### src/rtl/weighted_rr_scheduler.sv
// Weighted round-robin arbiter: registered one-hot grant one edge after req is sampled.
// No backpressure: requesters hold req; a grant lasts up to weight beats, idle requesters are skipped.
module weighted_rr_scheduler #(
  parameter int N  = 4,
  parameter int WW = 4,
  parameter int IW = $clog2(N)
) (
  input  logic            clk,
  input  logic            rst,
  input  logic [N-1:0]    req,
  input  logic [N*WW-1:0] weight,
  output logic [N-1:0]    grant,
  output logic            grant_vld,
  output logic [IW-1:0]   grant_id
);

  typedef enum logic {
    IDLE  = 1'b0,
    GRANT = 1'b1
  } state_t;

  state_t        state, state_nxt;
  logic [IW-1:0] ptr, ptr_nxt;
  logic [WW-1:0] credit, credit_nxt;
  logic [N-1:0]  grant_nxt;
  logic          grant_vld_nxt;
  logic [IW-1:0] grant_id_nxt;

  logic [WW-1:0] w_arr [N];
  logic          sel_found;
  logic [IW-1:0] sel_idx;
  logic [IW-1:0] cand;
  logic [WW-1:0] sel_credit;
  logic [IW-1:0] sel_ptr;
  logic          load;
  logic          release_cur;

  for (genvar g = 0; g < N; g++) begin : g_w
    assign w_arr[g] = weight[g*WW +: WW];
  end

  // Scan ptr, ptr+1, ... mod N; the first requester found wins.
  always_comb begin
    sel_found = 1'b0;
    sel_idx   = '0;
    cand      = '0;
    for (int k = 0; k < N; k++) begin
      cand = IW'((int'(ptr) + k) % N);
      if (!sel_found && req[cand]) begin
        sel_found = 1'b1;
        sel_idx   = cand;
      end
    end
  end

  assign sel_credit = (w_arr[sel_idx] == '0) ? WW'(1) : w_arr[sel_idx];
  assign sel_ptr    = (sel_idx == IW'(N-1)) ? '0 : sel_idx + IW'(1);

  // A grant ends when its owner drops req, or on the beat that spends the last credit.
  assign release_cur = !req[grant_id] || (credit == WW'(1));

  always_comb begin
    state_nxt     = state;
    ptr_nxt       = ptr;
    credit_nxt    = credit;
    grant_nxt     = grant;
    grant_vld_nxt = grant_vld;
    grant_id_nxt  = grant_id;
    load          = 1'b0;

    case (state)
      IDLE: begin
        if (sel_found) load = 1'b1;
      end
      GRANT: begin
        if (release_cur) begin
          if (sel_found) begin
            load = 1'b1;
          end else begin
            state_nxt     = IDLE;
            grant_nxt     = '0;
            grant_vld_nxt = 1'b0;
            grant_id_nxt  = '0;
            credit_nxt    = '0;
          end
        end else begin
          credit_nxt = credit - WW'(1);
        end
      end
      default: state_nxt = IDLE;
    endcase

    if (load) begin
      state_nxt     = GRANT;
      grant_nxt     = N'(1) << sel_idx;
      grant_vld_nxt = 1'b1;
      grant_id_nxt  = sel_idx;
      credit_nxt    = sel_credit;
      ptr_nxt       = sel_ptr;
    end
  end

  always_ff @(posedge clk or posedge rst) begin
    if (rst) begin
      state     <= IDLE;
      ptr       <= '0;
      credit    <= '0;
      grant     <= '0;
      grant_vld <= 1'b0;
      grant_id  <= '0;
    end else begin
      state     <= state_nxt;
      ptr       <= ptr_nxt;
      credit    <= credit_nxt;
      grant     <= grant_nxt;
      grant_vld <= grant_vld_nxt;
      grant_id  <= grant_id_nxt;
    end
  end

endmodule

### config.mk
export PLATFORM = sky130hd
export DESIGN_NAME = weighted_rr_scheduler
export DESIGN_NICKNAME = d
export VERILOG_FILES = /design/src/rtl/weighted_rr_scheduler.sv
export SDC_FILE = /design/constraint.sdc
export NUM_CORES = 1
export LEC_CHECK = 0
export ABC_CLOCK_PERIOD_IN_PS = 3600
export CORE_UTILIZATION = 40
export CTS_BUF_LIST = sky130_fd_sc_hd__clkbuf_4 sky130_fd_sc_hd__clkbuf_8
export CTS_CLUSTER_DIAMETER = 200
export DETAILED_ROUTE_END_ITERATION = 10
export PLACE_DENSITY_LB_ADDON = 0.12
export SLEW_MARGIN = 0
export SYNTH_ARGS = -nofsm -noshare
export SYNTH_HDL_FRONTEND = slang
export SYNTH_SLANG_ARGS = --single-unit
### constraint.sdc
create_clock -name clk -period 3.6 [get_ports clk]
set_input_delay 0.72 -clock clk [delete_from_list [all_inputs] [get_ports clk]]
set_output_delay 0.72 -clock clk [all_outputs]
set_load 0.03 [all_outputs]
==> run_results.csv <==
group,metric,value,unit
outcome,outcome,"finished clean",
logic_synthesis,async_flop_share,100,%
logic_synthesis,synthMostInstantiatedCell,"nand2_1",
logic_synthesis,synth_common_cells,"nand2_1, dfrtp_1, inv_1, mux2i_1, ha_1",
setup_path,crit_fanout,10,
placement,dp.cells,146,
logic_synthesis,syn_area,902,µm²
global_routing,grt_first_pass_wirelength,3460,µm
logic_synthesis,ys_seq_area_share,38.8,%
clock_network,cts_buffers,3,
clock_network,htree_num_levels,1,
logic_synthesis,synthTopCellsByArea,"dfrtp_1, mux2i_1, ha_1",
sta,final-hold-violation-count,0,
logic_synthesis,yosys.area.top_type,"dfrtp_1",
logic_synthesis,syn_avg_cell_area,9.81,µm²
sta,period_minus_slack,2.54,ns
logic_synthesis,synth_edf_count,0,
drt,wl_per_cell,13.2,µm
drt,via_count,766,
power,power_frac_clock,12.3,%
sta,max-slew-margin-rel,65.8,%
finish,nFillCells,194,
sta,fmax,394,MHz
setup_path,cp-start-kind,"input port",
drt,final_antenna_net_count,0,
logic_synthesis,synth-seq-cells,14,
sta,finalCritPeriodShare,70.5,%
drt,drt_wl_total,1980,µm
placement,io_buffers,28,
placement,post-dp-hpwl,1480,µm
power,p_int,526,µW
floorplan,fp.dieW,49.5,µm
power,p_seq_share,31.5,%
power,ir_worst_vdd,0.000464,V
drt,drc,0,
global_routing,grt.overflow.total,0,
clock_network,clk_latency,0.29,ns
drt,drtIter0Drc,9,
global_routing,antenna_found_initial,0,
logic_synthesis,ys_types,29,
clock_network,clockBufferDepth,2,
logic_synthesis,ys.warnings.count,0,
power,switching_share,43.7,%
drt,drt-pass1-iter-count,4,
power,p_sw,408,µW
flow_run,cap_violations,0,
floorplan,start_util,44.2,%
clock_network,root_buffer,"clkbuf_4",
finish,instances_no_fill,150,
finish,syn2layout_area_growth,37.6,%
setup_path,worstPathArrival,2.72,ns
logic_synthesis,yosysTopAreaCellShare,38.8,%
finish,nets,152,
clock_network,clk_pin_slew,0.09,ns
clock_network,cts_setup_buffers,0,
power,p_leak,0.562,nW
sta,fin_skew,0.0101,ns
sta,rsz0062_at_grt,"false",
finish,n_antenna_cell,0,
clock_network,post_cts_resize_count,0,
sta,tightest_slew,0.512,ns
placement,gp_congestion,0.823,
floorplan,core-area,0.00204,mm²
setup_path,required,3.78,ns
sta,slew_viol_final,0,
finish,layout-drive-gt1-share,8.94,%
logic_synthesis,synthFlopType,"dfrtp_1",
floorplan,die-area,0.00245,mm²
worst_hold_path,hold_path.class,"reg2reg",
drt,via_per_inst,5.11,
setup_path,crit_path_end_kind,"flop",
floorplan,placementRows,16,
floorplan,fp.dieH,49.5,µm
setup_path,path_class,"in2reg",
global_routing,grt_usage,18.9,%
global_routing,grt_max_degree,15,
clock_network,cts_tree,"done",
clock_network,cts_hold_buf,0,
global_routing,grt_pass1_vias,772,
sta,final-setup-viol-count,0,
logic_synthesis,synthesis.nets,120,
sta,fin_setup_tns,0,ns
power,p_comb_share,56.2,%
floorplan,io-pin-count,29,
power,p_per_area,753,mW/mm²
logic_synthesis,synth_cells,92,
clock_network,cts.sinks,14,
==> power groups by stage <==
stage	registers (mW)	clock network [mW]	logic (mW)
floorplan	0.349	0	0.306
finish	0.294	0.115	0.525
global placement	0.292	0	0.521
CTS	0.293	0.119	0.530
global route	0.306	0.125	0.583
detailed placement	0.295	0	0.524
==> kinds of logic after synthesis <==
family / share of synthesized area [%]
simple gates: 13.9
buf+inv: 4.58
mux: 15.5
compound gates: 18.9
fa+ha+maj: 8.32
flops: 38.8
==> routing by layer <==
metal	track usage, %	wire length, µm	up-vias
met1	27.3	1020	352
met4	5.71	24	0
met3	4.63	83	3
met2	27.6	855	20
li1	-	-	391
met5	0	0	-
==> registers in the layout (all words and copies together), names as in the netlist <==
| name | cells |
|---|---|
| grant_id | 2 |
| credit | 4 |
| grant | 4 |
| state | 1 |
| grant_vld | 1 |
| ptr | 2 |
==> layout make-up <==
class	count	area, µm²	share of cell area, %
clock buffer	4	36.3	2.92
inverter	8	30.0	2.42
multi-input combinational	69	510	41.1
sequential	14	350	28.2
tap	27	33.8	2.72
timing repair buffer	28	280	22.6
==> metrics by stage <==
stage | hold WS [ns] | area, µm² | total power [mW] | utilization (%) | worst slack, ns
2_1_floorplan | 0.479 | 902 | 0.655 | - | 1.52
3_3_place_gp | 0.459 | 1200 | 0.813 | 59.0 | 0.780
3_5_place_dp | 0.472 | 1200 | 0.819 | 59.0 | 0.742
4_1_cts | 0.491 | 1240 | 0.942 | 60.8 | 1.06
5_1_grt | 0.535 | 1240 | 1.01 | 60.8 | 0.889
6_report | 0.484 | 1240 | 0.934 | 60.8 | 1.06
==> layout by cell type, fill, tap and decap left out, drive strengths merged <==
cell type / netlist / layout
clkdlybuf4s50: 0 / 28
nand2: 15 / 15
dfrtp: 14 / 14
inv: 8 / 8
mux2i: 8 / 8
ha: 6 / 6
o21ai: 6 / 6
a21oi: 5 / 5
nor2: 4 / 4
a22o: 4 / 4
clkbuf: 0 / 4
mux2: 3 / 3
nand3: 2 / 2
nand2b: 2 / 2
mux4: 1 / 1
or2: 1 / 1
and2: 1 / 1
a21o: 1 / 1
o22a: 1 / 1
o22ai: 1 / 1
a211oi: 1 / 1
nor3: 1 / 1
nor2b: 1 / 1
o211ai: 1 / 1
a32oi: 1 / 1
o221ai: 1 / 1
nor3b: 1 / 1
a21boi: 1 / 1
==> worst max-delay path: stages <==
cell and delay (ns):
clkdlybuf4s50_1 0.48, a21o_2 0.24, a21oi_1 0.13, o22a_1 0.46
mux2i_1 0.14, mux2_2 0.29, a32oi_1 0.20, o21ai_1 0.07
==> path summary, 6_finish.rpt <==
kind / cells after the start / start / slack, ns / to
worst max-delay path: 8 / req[0] / 1.06 / credit[0]$_DFFE_PP0P_
worst min-delay path: 2 / grant_vld$_DFFE_PP0P_ / 0.48 / grant_vld$_DFFE_PP0P_
worst max register to register: 7 / ptr[1]$_DFFE_PP0P_ / 1.54 / credit[0]$_DFFE_PP0P_
worst min register to register: 2 / grant_vld$_DFFE_PP0P_ / 0.48 / grant_vld$_DFFE_PP0P_
max in group asynchronous: 2 / rst / 2.50 / grant_vld$_DFFE_PP0P_
min in group asynchronous: 2 / rst / 0.75 / grant_id[1]$_DFFE_PP0P_
(Power assumes the default switching activity.)
